===== src/rtl/mc_pkg.sv =====
// Shared types and encodings for the multi-cycle MIPS control unit.
package mc_pkg;

    typedef enum logic [3:0] {
        INIT    = 4'd0,
        FETCH   = 4'd1,
        DECODE  = 4'd2,
        MEM_ADR = 4'd3,
        MEM_RD  = 4'd4,
        MEM_WR  = 4'd5,
        LW_WB   = 4'd6,
        R_EXE   = 4'd7,
        R_WB    = 4'd8,
        I_EXE   = 4'd9,
        I_WB    = 4'd10,
        BEQ     = 4'd11,
        JMP     = 4'd12
    } state_t;

    localparam logic [5:0] OP_RTYPE = 6'h00;
    localparam logic [5:0] OP_J     = 6'h02;
    localparam logic [5:0] OP_BEQ   = 6'h04;
    localparam logic [5:0] OP_ORI   = 6'h0D;
    localparam logic [5:0] OP_LUI   = 6'h0F;
    localparam logic [5:0] OP_LW    = 6'h23;
    localparam logic [5:0] OP_SW    = 6'h2B;

    localparam logic [5:0] F_ADD  = 6'h20;
    localparam logic [5:0] F_ADDU = 6'h21;
    localparam logic [5:0] F_SUB  = 6'h22;
    localparam logic [5:0] F_SUBU = 6'h23;
    localparam logic [5:0] F_AND  = 6'h24;
    localparam logic [5:0] F_OR   = 6'h25;
    localparam logic [5:0] F_SLT  = 6'h2A;

    localparam logic [3:0] ALUOP_NONE = 4'd0;
    localparam logic [3:0] ALUOP_ADD  = 4'd2;
    localparam logic [3:0] ALUOP_SUB  = 4'd3;
    localparam logic [3:0] ALUOP_AND  = 4'd4;
    localparam logic [3:0] ALUOP_OR   = 4'd5;
    localparam logic [3:0] ALUOP_SLT  = 4'd12;

    localparam logic [1:0] SRCA_PC   = 2'd0;
    localparam logic [1:0] SRCA_A    = 2'd1;
    localparam logic [1:0] SRCA_ZERO = 2'd2;

    localparam logic [1:0] SRCB_B      = 2'd0;
    localparam logic [1:0] SRCB_FOUR   = 2'd1;
    localparam logic [1:0] SRCB_IMM    = 2'd2;
    localparam logic [1:0] SRCB_IMM_SH = 2'd3;

    localparam logic [1:0] EXT_ZERO = 2'd0;
    localparam logic [1:0] EXT_SIGN = 2'd1;
    localparam logic [1:0] EXT_LUI  = 2'd2;

    localparam logic [1:0] PCSRC_ALU    = 2'd0;
    localparam logic [1:0] PCSRC_ALUOUT = 2'd1;
    localparam logic [1:0] PCSRC_JUMP   = 2'd2;

    function automatic logic [3:0] r_aluop(input logic [5:0] f);
        logic [3:0] op;
        op = ALUOP_NONE;
        case (f)
            F_ADD, F_ADDU: op = ALUOP_ADD;
            F_SUB, F_SUBU: op = ALUOP_SUB;
            F_AND:         op = ALUOP_AND;
            F_OR:          op = ALUOP_OR;
            F_SLT:         op = ALUOP_SLT;
            default:       op = ALUOP_NONE;
        endcase
        return op;
    endfunction

    function automatic logic r_legal(input logic [5:0] f);
        return r_aluop(f) != ALUOP_NONE;
    endfunction

endpackage


===== src/rtl/mc_alu_dec.sv =====
// ALU opcode, operand select and immediate-extension decode per state.
module mc_alu_dec
    import mc_pkg::*;
(
    input  logic [3:0] state,
    input  logic [5:0] opcode,
    input  logic [5:0] funct,
    output logic [3:0] aluop,
    output logic [1:0] alu_src_a,
    output logic [1:0] alu_src_b,
    output logic [1:0] ext_op
);

    always_comb begin
        aluop     = ALUOP_NONE;
        alu_src_a = SRCA_PC;
        alu_src_b = SRCB_B;
        ext_op    = EXT_SIGN;
        case (state_t'(state))
            INIT: ext_op = EXT_ZERO;
            FETCH: begin
                alu_src_b = SRCB_FOUR;
                aluop     = ALUOP_ADD;
            end
            // Speculative branch target lands in ALUOut.
            DECODE: begin
                alu_src_b = SRCB_IMM_SH;
                aluop     = ALUOP_ADD;
            end
            MEM_ADR: begin
                alu_src_a = SRCA_A;
                alu_src_b = SRCB_IMM;
                aluop     = ALUOP_ADD;
            end
            R_EXE: begin
                alu_src_a = SRCA_A;
                aluop     = r_aluop(funct);
            end
            I_EXE: begin
                alu_src_b = SRCB_IMM;
                aluop     = ALUOP_OR;
                if (opcode == OP_LUI) begin
                    alu_src_a = SRCA_ZERO;
                    ext_op    = EXT_LUI;
                end else begin
                    alu_src_a = SRCA_A;
                    ext_op    = EXT_ZERO;
                end
            end
            BEQ: begin
                alu_src_a = SRCA_A;
                aluop     = ALUOP_SUB;
            end
            MEM_RD, MEM_WR, LW_WB, R_WB, I_WB, JMP: ;
            default: ext_op = EXT_ZERO;
        endcase
    end

endmodule


===== src/rtl/mc_ctrl.sv =====
// Multi-cycle control FSM for the single-ALU MIPS datapath,
// with a memory wait counter that aborts stalled accesses.
module mc_ctrl
    import mc_pkg::*;
#(
    parameter int MEM_TIMEOUT = 255
) (
    input  logic       clk,
    input  logic       rst_n,
    input  logic [5:0] opcode,
    input  logic [5:0] funct,
    input  logic       zero,
    input  logic       mem_ready,
    output logic       mem_req,
    output logic       mem_we,
    output logic       iord,
    output logic       ir_we,
    output logic       pc_we,
    output logic [1:0] pc_src,
    output logic [1:0] alu_src_a,
    output logic [1:0] alu_src_b,
    output logic [1:0] ext_op,
    output logic [3:0] aluop,
    output logic       reg_we,
    output logic       reg_dst,
    output logic       mem_to_reg,
    output logic       instr_done,
    output logic       illegal,
    output logic       bus_err,
    output logic [3:0] state
);

    localparam int CW = $clog2(MEM_TIMEOUT + 1);

    state_t        st;
    state_t        nst;
    logic [CW-1:0] cnt;
    logic          mem_st;
    logic          to_hit;

    assign mem_st = (st == FETCH) || (st == MEM_RD) || (st == MEM_WR);
    // A completion in the expiry cycle takes priority over the abort.
    assign to_hit = mem_st && (cnt == CW'(MEM_TIMEOUT)) && !mem_ready;
    assign state  = st;

    mc_alu_dec u_alu_dec (
        .state     (st),
        .opcode    (opcode),
        .funct     (funct),
        .aluop     (aluop),
        .alu_src_a (alu_src_a),
        .alu_src_b (alu_src_b),
        .ext_op    (ext_op)
    );

    always_comb begin
        nst        = st;
        mem_req    = 1'b0;
        mem_we     = 1'b0;
        iord       = 1'b0;
        ir_we      = 1'b0;
        pc_we      = 1'b0;
        pc_src     = PCSRC_ALU;
        reg_we     = 1'b0;
        reg_dst    = 1'b0;
        mem_to_reg = 1'b0;
        instr_done = 1'b0;
        illegal    = 1'b0;
        bus_err    = 1'b0;
        case (st)
            INIT: nst = FETCH;
            FETCH: begin
                mem_req = !to_hit;
                if (mem_ready) begin
                    ir_we = 1'b1;
                    pc_we = 1'b1;
                    nst   = DECODE;
                end else if (to_hit) begin
                    bus_err = 1'b1;
                end
            end
            DECODE: begin
                case (opcode)
                    OP_LW, OP_SW:    nst = MEM_ADR;
                    OP_BEQ:          nst = BEQ;
                    OP_J:            nst = JMP;
                    OP_ORI, OP_LUI:  nst = I_EXE;
                    OP_RTYPE: begin
                        if (r_legal(funct)) begin
                            nst = R_EXE;
                        end else begin
                            illegal = 1'b1;
                            nst     = FETCH;
                        end
                    end
                    default: begin
                        illegal = 1'b1;
                        nst     = FETCH;
                    end
                endcase
            end
            MEM_ADR: nst = (opcode == OP_LW) ? MEM_RD : MEM_WR;
            MEM_RD: begin
                mem_req = !to_hit;
                iord    = 1'b1;
                if (mem_ready) begin
                    nst = LW_WB;
                end else if (to_hit) begin
                    bus_err = 1'b1;
                    nst     = FETCH;
                end
            end
            MEM_WR: begin
                mem_req = !to_hit;
                mem_we  = !to_hit;
                iord    = 1'b1;
                if (mem_ready) begin
                    instr_done = 1'b1;
                    nst        = FETCH;
                end else if (to_hit) begin
                    bus_err = 1'b1;
                    nst     = FETCH;
                end
            end
            LW_WB: begin
                reg_we     = 1'b1;
                mem_to_reg = 1'b1;
                instr_done = 1'b1;
                nst        = FETCH;
            end
            R_EXE: nst = R_WB;
            R_WB: begin
                reg_we     = 1'b1;
                reg_dst    = 1'b1;
                instr_done = 1'b1;
                nst        = FETCH;
            end
            I_EXE: nst = I_WB;
            I_WB: begin
                reg_we     = 1'b1;
                instr_done = 1'b1;
                nst        = FETCH;
            end
            BEQ: begin
                pc_src     = PCSRC_ALUOUT;
                pc_we      = zero;
                instr_done = 1'b1;
                nst        = FETCH;
            end
            JMP: begin
                pc_src     = PCSRC_JUMP;
                pc_we      = 1'b1;
                instr_done = 1'b1;
                nst        = FETCH;
            end
            default: nst = FETCH;
        endcase
    end

    // Any cycle without a stalled request (state change, completion,
    // abort) restarts the count, so each access begins from zero.
    always_ff @(posedge clk or negedge rst_n) begin
        if (!rst_n) begin
            st  <= INIT;
            cnt <= '0;
        end else begin
            st <= nst;
            if (mem_req && !mem_ready)
                cnt <= cnt + CW'(1);
            else
                cnt <= '0;
        end
    end

endmodule


===== config.mk =====
export PLATFORM = sky130hd
export DESIGN_NAME = mc_ctrl
export DESIGN_NICKNAME = d
export VERILOG_FILES = /design/src/rtl/mc_pkg.sv /design/src/rtl/mc_alu_dec.sv /design/src/rtl/mc_ctrl.sv
export SDC_FILE = /design/constraint.sdc
export NUM_CORES = 1
export LEC_CHECK = 0
export ABC_AREA = 1
export CELL_PAD_IN_SITES_DETAIL_PLACEMENT = 1
export CELL_PAD_IN_SITES_GLOBAL_PLACEMENT = 1
export CORE_MARGIN = 1.5
export CORE_UTILIZATION = 30
export DETAILED_ROUTE_END_ITERATION = 10
export PLACE_DENSITY_LB_ADDON = 0.1
export SLEW_MARGIN = 10
export SYNTH_ARGS = -nofsm -noshare
export SYNTH_HDL_FRONTEND = slang
export SYNTH_HIERARCHICAL = 1
export SYNTH_SLANG_ARGS = --single-unit
export TNS_END_PERCENT = 50

===== constraint.sdc =====
create_clock -name clk -period 1.85 [get_ports clk]
set_input_delay 0.2775 -clock clk [delete_from_list [all_inputs] [get_ports clk]]
set_output_delay 0.2775 -clock clk [all_outputs]
set_load 0.005 [all_outputs]

# Word level (Yosys, flattened, before mapping)
# Cells that the tools add are included.
[word_totals] ff_bits=12 out_inout_bits=27 wordCells=87
[classes] addsub=1 n_eq_ne=27 n_mux=35 n_reduce_logical=22
[op_table] operator="$eq A6 B6 Y1 const B" n=9
[op_table] operator="$pmux W4 S5" n=2
[op_table] operator="$pmux W4 S7" n=1
[op_table] operator="$mux W4" n=6
[op_table] operator="$eq A4 B4 Y1 const B" n=5
[op_table] operator="$eq A4 B3 Y1 const B" n=4
[op_table] operator="$pmux W4 S4" n=1
[op_table] operator="$mux W1" n=14
[op_table] operator="$eq A6 B4 Y1 const B" n=2
[op_table] operator="$pmux W2 S2" n=3
[op_table] operator="$reduce_or A2 Y1" n=6
[op_table] operator="$reduce_or A3 Y1" n=4
[op_table] operator="$reduce_or A11 Y1" n=1
[op_table] operator="$add A8 B1 Y8 const B" n=1
[op_table] operator="$eq A4 B2 Y1 const B" n=2
[op_table] operator="$eq A8 B8 Y1 const B" n=1
[op_table] operator="$mux W8" n=1
[op_table] operator="$eq A6 B2 Y1 const B" n=1
[op_table] operator="$eq A6 B3 Y1 const B" n=1
[op_table] operator="$logic_not A6 Y1" n=1
[op_table] operator="$pmux W2 S3" n=1
[op_table] operator="$reduce_or A6 Y1" n=1
[op_table] operator="$reduce_or A5 Y1" n=1
[op_table] operator="$eq A4 B1 Y1 const B" n=1
[op_table] operator="other kinds (9)" n=15

# Longest topological paths before layout
# Gate-level depths: netlist of the first run.
[logic_depth] word_depth=9 depth_mapped=9 depth_no_buf=9

# Hierarchy
# The synthesis of the first run kept the hierarchy.
[modules_own_cells] module="mc_ctrl" instances=1 cells_per_inst=159 area_per_inst_um2=1009.7
[modules_own_cells] module="mc_alu_dec" instances=1 cells_per_inst=51 area_per_inst_um2=250.2

# Worst setup path before layout of the first run
# OpenSTA, ideal clock, no wires.
[synth_timing] path_kind="register -> output" from="reg cnt[0]" to="out mem_req" arrival_time_ns=1.217 required_time_ns=1.572 setup_slack_ns=0.355 stages_incl_launch_ff=7 n_path_buf=0 path_cell_list="dfrtp_1 ha_1 nand2_2 nor3_4 inv_1 nor3_2 nor2_1"
[synth_via] elab_chain_cells=5
[synth_rtl] item="start, declared" line="mc_ctrl.sv:37" rtl="logic [CW-1:0] cnt;"
[synth_rtl] item="start signal, assigned" line="mc_ctrl.sv:169" rtl="cnt <= cnt + CW'(1);"
[synth_rtl] item="$eq A8 B8 Y1" line="mc_ctrl.sv:43" rtl="assign to_hit = mem_st && (cnt == CW'(MEM_TIMEOUT)) && !mem_ready;"
[synth_rtl] item="$logic_and A1 B1 Y1 (2 in a row)" line="mc_ctrl.sv:43"
[synth_rtl] item="$logic_not A1 Y1" line="mc_ctrl.sv:73, mc_ctrl.sv:104, mc_ctrl.sv:114"
[synth_rtl] item="$mux W1"
[synth_rtl] item="end, declared" line="mc_ctrl.sv:14" rtl="output logic mem_req,"
# Every way passes these cells.

# Worst setup path in the final report of the first run
# Ends and elaborated chain as after synthesis.

==> flow_summary_export.csv, run 1 <==
group,metric,value,unit
floorplan,io_pins,43,
hold_path,holdCritPathClass,"in2async",
layout,utilization,60.0,%
clock_network,clockBufferDepth,2,
synthesis,synth_most_common_cell,"nand2_1",
clock_network,cts.sinks,12,
clock_network,clk-insertion-delay-late,240,ps
worst_setup_path,path_max_fanout,2,
place,gp_congestion,0.809,
status,violations,"setup timing",
synthesis,synthTopCellsByCount,"nand2_1 (53), inv_1 (38), nor2_1 (32)",
detailed_routing,wl_per_cell,14.0,microns
synthesis,synth_edf_count,0,
detailed_routing,firstDrtPassIters,4,
worst_setup_path,cp_slowest_cell,"dfrtp_1",
clock_network,clock-root-buffer,"clkbuf_8",
layout,final_layout_size_suffix_gt1_share,40.2,%
worst_setup_path,cp_top_family,"simple AND/OR/NAND/NOR gates",
synthesis,synth_top_area_share,23.8,%
layout,final_cells,371,
timing,min_period_over_period,103,%
synthesis,synth_top_area_cell,"dfrtp_1",
detailed_routing,drcViolationCount,0,
timing,skew,1.38,ps
clock_network,htreeDepth,1,
clock_network,path_clk_slew,50,ps
worst_setup_path,start_kind,"register",
worst_setup_path,cp.arrival,1620,ps
worst_setup_path,worst-path-buf-inv,3,
timing,relSlewSlack,65.2,%
worst_setup_path,crit_type,"reg2out",
timing,fin_crit,1900,ps
detailed_routing,drtIter0Drc,47,
grt,grt_pass1_wl,6940,microns
worst_setup_path,end_kind,"output port",
worst_setup_path,critPathRequiredTime,1570,ps
grt,grt_max_degree,13,
floorplan,coreArea,4030,sq um
timing,holdWs,380,ps
place,dp_hpwl,3250,microns
detailed_routing,via_per_inst,4.78,
timing,drv_slew,0,
synthesis,synthFlopType,"dfrtp_1",
synthesis,synth_seq_area_share,23.8,%
grt,grt_overflow_total,0,
detailed_routing,vias,1774,
detailed_routing,finalWirelength,5190,microns
layout,antenna_cells,0,
timing,setup_ws,-51.5,ps
power,finalPower,2.76,mW
synthesis,avgSynthCellArea,6.00,sq um
place,place_area,2060,sq um
layout,area_growth,92.0,%
timing,tns,-121,ps
worst_setup_path,path_cells,"ha_4 -> nand2_4 -> nor3_4 -> buf_4 -> inv_2 -> nor3_2 -> nor2_1 -> buf_2",
floorplan,die-area,4600,sq um
synthesis,synth_warnings,6,
synthesis,syn_nets,227,
worst_setup_path,worstRegToRegCells,10,
synthesis,ys_ff_latch,12,
timing,fmax,526,MHz
layout,final_area,2420,sq um
synthesis,synth_cell_types,24,
grt,gr-usage-all-layers,19.9,%
floorplan,start_util,31.3,%
power,p_leak,1.40,nW
synthesis,synth_area,1260,sq um
clock_network,holdBufCountCts,0,
synthesis,synth.top_cells.by_area,"dfrtp_1 (24%), nand2_1 (16%), inv_1 (11%)",
worst_setup_path,critical_path.max_stage_delay,420,ps
synthesis,synthCells,210,
grt,grt_pass1_vias,1623,
timing,finalSetupViolCount,6,
synthesis,async_reset_ff_share,100,%
clock_network,cts_tree,"built",
grt,antenna_found_initial,0,
flow_run,maxCapViolations,0,
timing,hold_violations,0,
status,status,"complete, but fails checks",
timing,tightest_slew,520,ps
detailed_routing,ant_nets,0,
floorplan,die_h,67.8,microns
power,power_density,1140,nW/um^2
floorplan,rows,23,
worst_setup_path,worst-path-stages,8,
place,port_buffers,42,
place,dp_cells,343,
place,place_ws,-256,ps
timing,rsz0062_at_grt,"yes",
layout,final_nets,339,
clock_network,cts_buffers,3,
power,vdd_drop_max,0.000637,V
floorplan,die_x,67.8,microns
## worst register-to-register path, delay by kind of cell (launching register included)
kind	cells	cell delay (ps)
simple gates	5	590
buf+inv	4	430
flops	1	420
compound gates	1	200
## power by group
group | leakage (nW) | internal [mW] | switching (mW)
Sequential | 0.157 | 0.319 | 0.0974
Clock | 0.0288 | 0.188 | 0.0990
Combinational | 1.22 | 1.06 | 0.995
Total | 1.40 | 1.57 | 1.19
## sequential cells by signal (all words and copies together), names as in the netlist
register  cells
cnt           8
state         4
## per-layer routing
metal | GRT usage [%] | part of all wire (%) | vias to the layer above
met5 | 0 | 0 | -
li1 | - | - | 874
met4 | 5.50 | 2.2 | 0
met3 | 3.00 | 3.7 | 13
met1 | 24.8 | 43 | 832
met2 | 35.4 | 51 | 55
## layout make-up
cell class	count	area, sq um
clock buffer	4	55.1
fill	534	1610
inverter	43	169
multi-input combinational	155	915
sequential	12	304
tap	50	62.6
timing repair buffer	107	913
## cell usage in the layout (no fill, tap or decap), types with 2 or more instances in the layout
master / count
nand3_2: 2
nand3_4: 3
nor2_2: 12
nand3_1: 17
nand2_4: 4
nor2_4: 8
buf_4: 60
nand2_1: 48
dfrtp_1: 9
dfrtp_2: 3
dlymetal6s2s_1: 8
clkbuf_8: 4
inv_1: 35
a21oi_1: 7
buf_6: 3
dlygate4sd2_1: 17
inv_2: 5
nor2_1: 25
buf_12: 2
inv_4: 3
nand2_2: 5
o21ai_0: 7
nor3_4: 2
buf_2: 5
nor3_2: 3
clkdlybuf4s50_1: 10
nand4_1: 4
## repair_timing
action,in CTS,in global routing
pin swaps,12,12
setup endpoints to repair,23,19
setup buffers,10,14
resized for setup,53,38
## cell families (layout without fill, tap and decap cells)
logic type	count (synthesis)	in the layout	synth area share, %
DFF	12	12	23.8
AOI/OAI and AO/OA	19	19	8.34
xor gates and xnor gates	1	1	0.695
and+or+nand+nor	134	134	53.3
adders and majority gates	1	1	0.993
buffers and inverters	43	154	12.8
## worst paths after layout
path / from / to / slack [ps]
hold / removal: rst_n / cnt[2]$_DFF_PN0_ / 380
min in group clk: cnt[6]$_DFF_PN0_ / cnt[6]$_DFF_PN0_ / 560
setup reg to reg: cnt[0]$_DFF_PN0_ / cnt[7]$_DFF_PN0_ / 150
max in group asynchronous: rst_n / state[1]$_DFFE_PN0P_ / 1090
setup / recovery: cnt[0]$_DFF_PN0_ / mem_req / -50
hold reg to reg: cnt[6]$_DFF_PN0_ / cnt[6]$_DFF_PN0_ / 560
(Power assumes the default switching activity.)
==> inputs of run 2 (changes only) <==
CORE_ASPECT_RATIO = 0.5   (was default)
==> run 2 against run 1 <==
Hold slack gained 16 ps; setup slack got worse by 160 ps; die area rose by 0.52%; clock power grew 3%; largest power group unchanged; the run still ends with setup timing left; register-to-register slack worse by 40 ps; cell area grew 0.52%; wire length grew 31%.
==> flow_summary_export.csv, run 2 (synthesis results as in run 1) <==
group,metric,value,unit
clock_network,clock-root-buffer,"clkbuf_8",
worst_setup_path,crit_type,"in2out",
timing,hold_violations,0,
flow_run,maxCapViolations,0,
clock_network,cts.sinks,12,
grt,grt_pass1_vias,1823,
power,finalPower,2.91,mW
floorplan,coreArea,3960,sq um
power,switching_share,46.6,%
layout,fill_cells,524,
timing,fin_crit,2060,ps
grt,grt_pass1_wl,8670,microns
worst_setup_path,cp.arrival,1790,ps
timing,drv_slew,0,
place,port_buffers,42,
floorplan,die-area,4620,sq um
worst_setup_path,start_kind,"input port",
clock_network,clk-insertion-delay-late,240,ps
worst_setup_path,path_max_fanout,6,
clock_network,htreeDepth,1,
power,power_frac_clock,10.2,%
layout,regMostFlops,"cnt",
layout,final_cell_mix,"buf_4 (57), nand2_1 (45), inv_1 (34), nor2_1 (24), dlygate4sd2_1 (18)",
timing,holdWs,397,ps
power,power_frac_comb,75.6,%
power,power_frac_seq,14.2,%
detailed_routing,finalWirelength,6800,microns
clock_network,holdBufCountCts,0,
floorplan,die_x,94.7,microns
detailed_routing,drcViolationCount,0,
timing,min_period_over_period,111,%
detailed_routing,wl_per_cell,18.2,microns
clock_network,path_clk_slew,60,ps
layout,layout_commonest_cell,"buf_4",
grt,gr-usage-all-layers,24.0,%
worst_setup_path,worstRegToRegCells,9,
hold_path,holdCritPathClass,"in2async",
clock_network,cts_tree,"built",
timing,relSlewSlack,61.9,%
timing,setup_ws,-213,ps
timing,finalSetupViolCount,8,
worst_setup_path,end_kind,"output port",
place,place_ws,-263,ps
place,dp_hpwl,3490,microns
grt,antenna_found_initial,0,
detailed_routing,ant_nets,0,
layout,largest_reg_flops,8,
layout,antenna_cells,0,
floorplan,start_util,31.8,%
floorplan,rows,16,
layout,multi_input_area,948,sq um
layout,area_growth,92.9,%
timing,fmax,485,MHz
timing,tightest_slew,570,ps
timing,rsz0062_at_grt,"yes",
layout,final_nets,338,
power,vdd_drop_max,0.00106,V
detailed_routing,via_per_inst,5.05,
status,violations,"setup timing",
worst_setup_path,rr_endpoint,"state[1]$_DFFE_PN0P_",
worst_setup_path,reg2reg_from,"state[3]$_DFFE_PN0P_",
detailed_routing,vias,1889,
clock_network,cts_buffers,3,
power,power_density,1200,nW/um^2
status,status,"complete, but fails checks",
layout,final_layout_size_suffix_gt1_share,44.7,%
layout,seqCellArea,304,sq um
detailed_routing,drtIter0Drc,69,
timing,skew,7.46,ps
power,switchingPower,1.36,mW
floorplan,io_pins,43,
worst_setup_path,critPathRequiredTime,1570,ps
power,p_leak,1.33,nW
grt,grt_max_degree,13,
place,gp_congestion,0.853,
power,p_int,1.56,mW
detailed_routing,firstDrtPassIters,4,
worst_setup_path,ff2ff_setup_slack,110,ps
grt,grt_overflow_total,0,
clock_network,clockBufferDepth,2,
floorplan,die_h,48.8,microns
==> run 2: routing by layer <==
layer | vias up | wire length, microns | track usage [%]
met4 | 0 | 266 | 6.47
met5 | - | 0 | 0
li1 | 875 | - | -
met3 | 26 | 327 | 3.43
met2 | 74 | 3460 | 44.6
met1 | 914 | 2740 | 28.8
==> run 2: stage by stage <==
stage	util, %	instances	TNS (ps)	instance area, sq um
6_report	61.3	374	-642	2430
5_1_grt	61.3	374	-1160	2430
2_1_floorplan	-	210	0	1260
4_1_cts	56.3	357	-603	2230
3_5_place_dp	50.9	340	-2150	2020
3_3_place_gp	50.9	340	-1650	2020
==> run 2: layout make-up <==
| type | count | area share [%] |
|---|---|---|
| Tap cell | 54 | 2.78 |
| Inverter | 43 | 7.26 |
| Timing Repair Buffer | 106 | 36.2 |
| Sequential cell | 12 | 12.5 |
| Multi-Input combinational cell | 155 | 39.0 |
| Clock buffer | 4 | 2.26 |
==> run 2: power groups by stage <==
stage	Sequential, mW	Combinational, mW	Clock [mW]
finish	0.414	2.20	0.297
global route	0.419	2.34	0.313
CTS	0.405	1.74	0.301
detailed placement	0.400	1.57	0
global placement	0.395	1.52	0
floorplan	0.420	0.661	0
==> run 2: critical path, cell delays in order <==
cell	delay [ps]
clkdlybuf4s50_1	480
inv_1	70
nor2_4	170
nand3_1	100
nand3_1	90
nand2_1	50
nand2_1	50
clkdlybuf4s50_1	490
==> run 2: worst max-delay path by stage <==
stage | start | end | slack [ps] | depth (start not counted)
after floorplan | cnt[0]$_DFF_PN0_ | mem_req | 360 | 6
after global placement | opcode[2] | illegal | -240 | 8
after detailed placement | opcode[2] | illegal | -260 | 8
after CTS | funct[5] | aluop[0] | -210 | 8
after global routing | funct[5] | aluop[0] | -290 | 8
final | funct[5] | aluop[0] | -210 | 8
==> run 2: timing repair <==
action                     4_1_cts  5_1_grt
setup endpoints to repair       23       16
buffers inserted                13       17
gates resized for setup         71       44
pin swaps                       11       12
==> inputs of run 3 (changes only) <==
TNS_END_PERCENT = 20   (was 50)
==> run 3 against run 2 <==
The run still ends with setup timing left; non-clock buffer count decreased by 22; maximum frequency about the same; flip-flop and latch count unchanged; wire length decreased by 31%; sequential share of layout area increased by 1.3 points; critical path depth unchanged; setup slack about the same; sequential power decreased by 1%; clock skew decreased by 6.0 ps; first-iteration DRC count decreased by 58%; critical path type unchanged; largest cell class unchanged; largest power group unchanged; highest routed layer unchanged.
==> flow_summary_export.csv, run 3 (synthesis results as in run 1) <==
group,metric,value,unit
timing,rsz0062_at_grt,"yes",
grt,grt_overflow_total,0,
worst_setup_path,start_kind,"input port",
timing,hold_violations,0,
worst_setup_path,cp_slowest_cell,"clkdlybuf4s50_1",
floorplan,start_util,31.8,%
grt,gr-usage-all-layers,20.6,%
detailed_routing,firstDrtPassIters,4,
clock_network,clock-root-buffer,"clkbuf_8",
worst_setup_path,cp_top_family,"buffers and inverters",
floorplan,coreArea,3960,sq um
layout,final_area,2210,sq um
layout,area_growth,75.2,%
power,p_leak,1.19,nW
detailed_routing,drtIter0Drc,29,
place,place_area,2020,sq um
floorplan,io_pins,43,
floorplan,rows,16,
power,finalPower,2.39,mW
clock_network,cts_tree,"built",
status,violations,"setup timing",
clock_network,cts_buffers,3,
layout,regMostFlops,"cnt",
worst_setup_path,worst-path-buf-inv,3,
layout,layout_commonest_cell,"nand2_1",
detailed_routing,wl_per_cell,13.3,microns
timing,skew,1.50,ps
clock_network,htreeDepth,1,
grt,antenna_found_initial,0,
layout,utilization,55.7,%
clock_network,clockBufferDepth,2,
place,gp_congestion,0.853,
worst_setup_path,path_cells,"clkdlybuf4s50_1 -> inv_1 -> nor2_4 -> nand3_1 -> nand3_1 -> nand2_1 -> nand2_1 -> clkdlybuf4s50_1",
worst_setup_path,critPathRequiredTime,1570,ps
worst_setup_path,crit_type,"in2out",
layout,antenna_cells,0,
layout,final_cell_mix,"nand2_1 (49), buf_4 (41), inv_1 (38), nor2_1 (25), dlygate4sd2_1 (19)",
layout,final_nets,316,
place,dp_hpwl,3490,microns
timing,finalSetupViolCount,4,
timing,fin_crit,2060,ps
floorplan,die_h,48.8,microns
worst_setup_path,path_max_fanout,6,
flow_run,maxCapViolations,0,
status,status,"complete, but fails checks",
grt,grt_max_degree,13,
timing,relSlewSlack,63.5,%
timing,drv_slew,0,
floorplan,die-area,4620,sq um
hold_path,holdCritPathClass,"in2async",
timing,tns,-668,ps
layout,seqCellArea,305,sq um
worst_setup_path,worstRegToRegCells,10,
worst_setup_path,reg2reg_from,"state[3]$_DFFE_PN0P_",
place,dp_cells,340,
clock_network,holdBufCountCts,0,
clock_network,clk-insertion-delay-late,240,ps
timing,holdWs,387,ps
layout,multi_input_area,898,sq um
grt,grt_pass1_wl,7530,microns
grt,grt_pass1_vias,1725,
floorplan,die_x,94.7,microns
timing,tightest_slew,546,ps
detailed_routing,ant_nets,0,
detailed_routing,vias,1643,
timing,fmax,485,MHz
layout,fill_cells,536,
worst_setup_path,critical_path.max_stage_delay,490,ps
place,port_buffers,42,
layout,largest_reg_flops,8,
power,vdd_drop_max,0.000709,V
worst_setup_path,rr_endpoint,"state[2]$_DFFE_PN0P_",
place,place_ws,-263,ps
detailed_routing,drcViolationCount,0,
detailed_routing,via_per_inst,4.67,
detailed_routing,finalWirelength,4680,microns
clock_network,path_clk_slew,50,ps
worst_setup_path,end_kind,"output port",
worst_setup_path,ff2ff_setup_slack,370,ps
timing,setup_ws,-213,ps
worst_setup_path,cp.arrival,1790,ps
clock_network,cts.sinks,12,
layout,final_layout_size_suffix_gt1_share,35.2,%
power,power_density,1080,nW/um^2
layout,final_cells,352,
timing,min_period_over_period,111,%
-- run 3: cell count changes in the layout (fill, tap and decap cells not counted), moves of 4 or more --
cell,delta
buf_4,-16
buf_6,-6
clkbuf_2,-4
inv_1,+4
nand2_1,+4
-- run 3: area by class of cell --
cell class,instances,share of cell area [%]
inverters,43,7.54
well taps,54,3.06
multi-input cells,155,40.7
repair buffers,84,32.4
flip-flops and latches,12,13.8
clock buffers,4,2.49
-- run 3: worst max-delay path by stage --
stage	start	to	slack (ps)	depth (start not counted)
floorplan	cnt[0]$_DFF_PN0_	mem_req	360	6
global placement	opcode[2]	illegal	-240	8
detailed placement	opcode[2]	illegal	-260	8
CTS	funct[5]	aluop[0]	-210	8
global route	funct[5]	aluop[0]	-290	8
finish	funct[5]	aluop[0]	-210	8
-- run 3: what timing repair did --
item / CTS / global route
pin swaps: 7 / 8
hold endpoints to repair: 0 / 0
endpoints found under the setup margin: 23 / 16
resized for setup: 56 / 23
setup buffers: 6 / 2
-- run 3: metal layers --
layer	GRT usage, %	wire [microns]	up-vias
li1	-	-	825
met1	24.2	2130	785
met2	39.6	2380	26
met3	2.96	121	7
met4	3.98	50	0
met5	0	0	-
-- run 3: report_power, final --
group	leakage, nW	total (mW)	switching, mW	internal (mW)
clock network	0.0288	0.293	0.105	0.188
registers	0.156	0.410	0.0883	0.321
logic	1.01	1.69	0.876	0.815
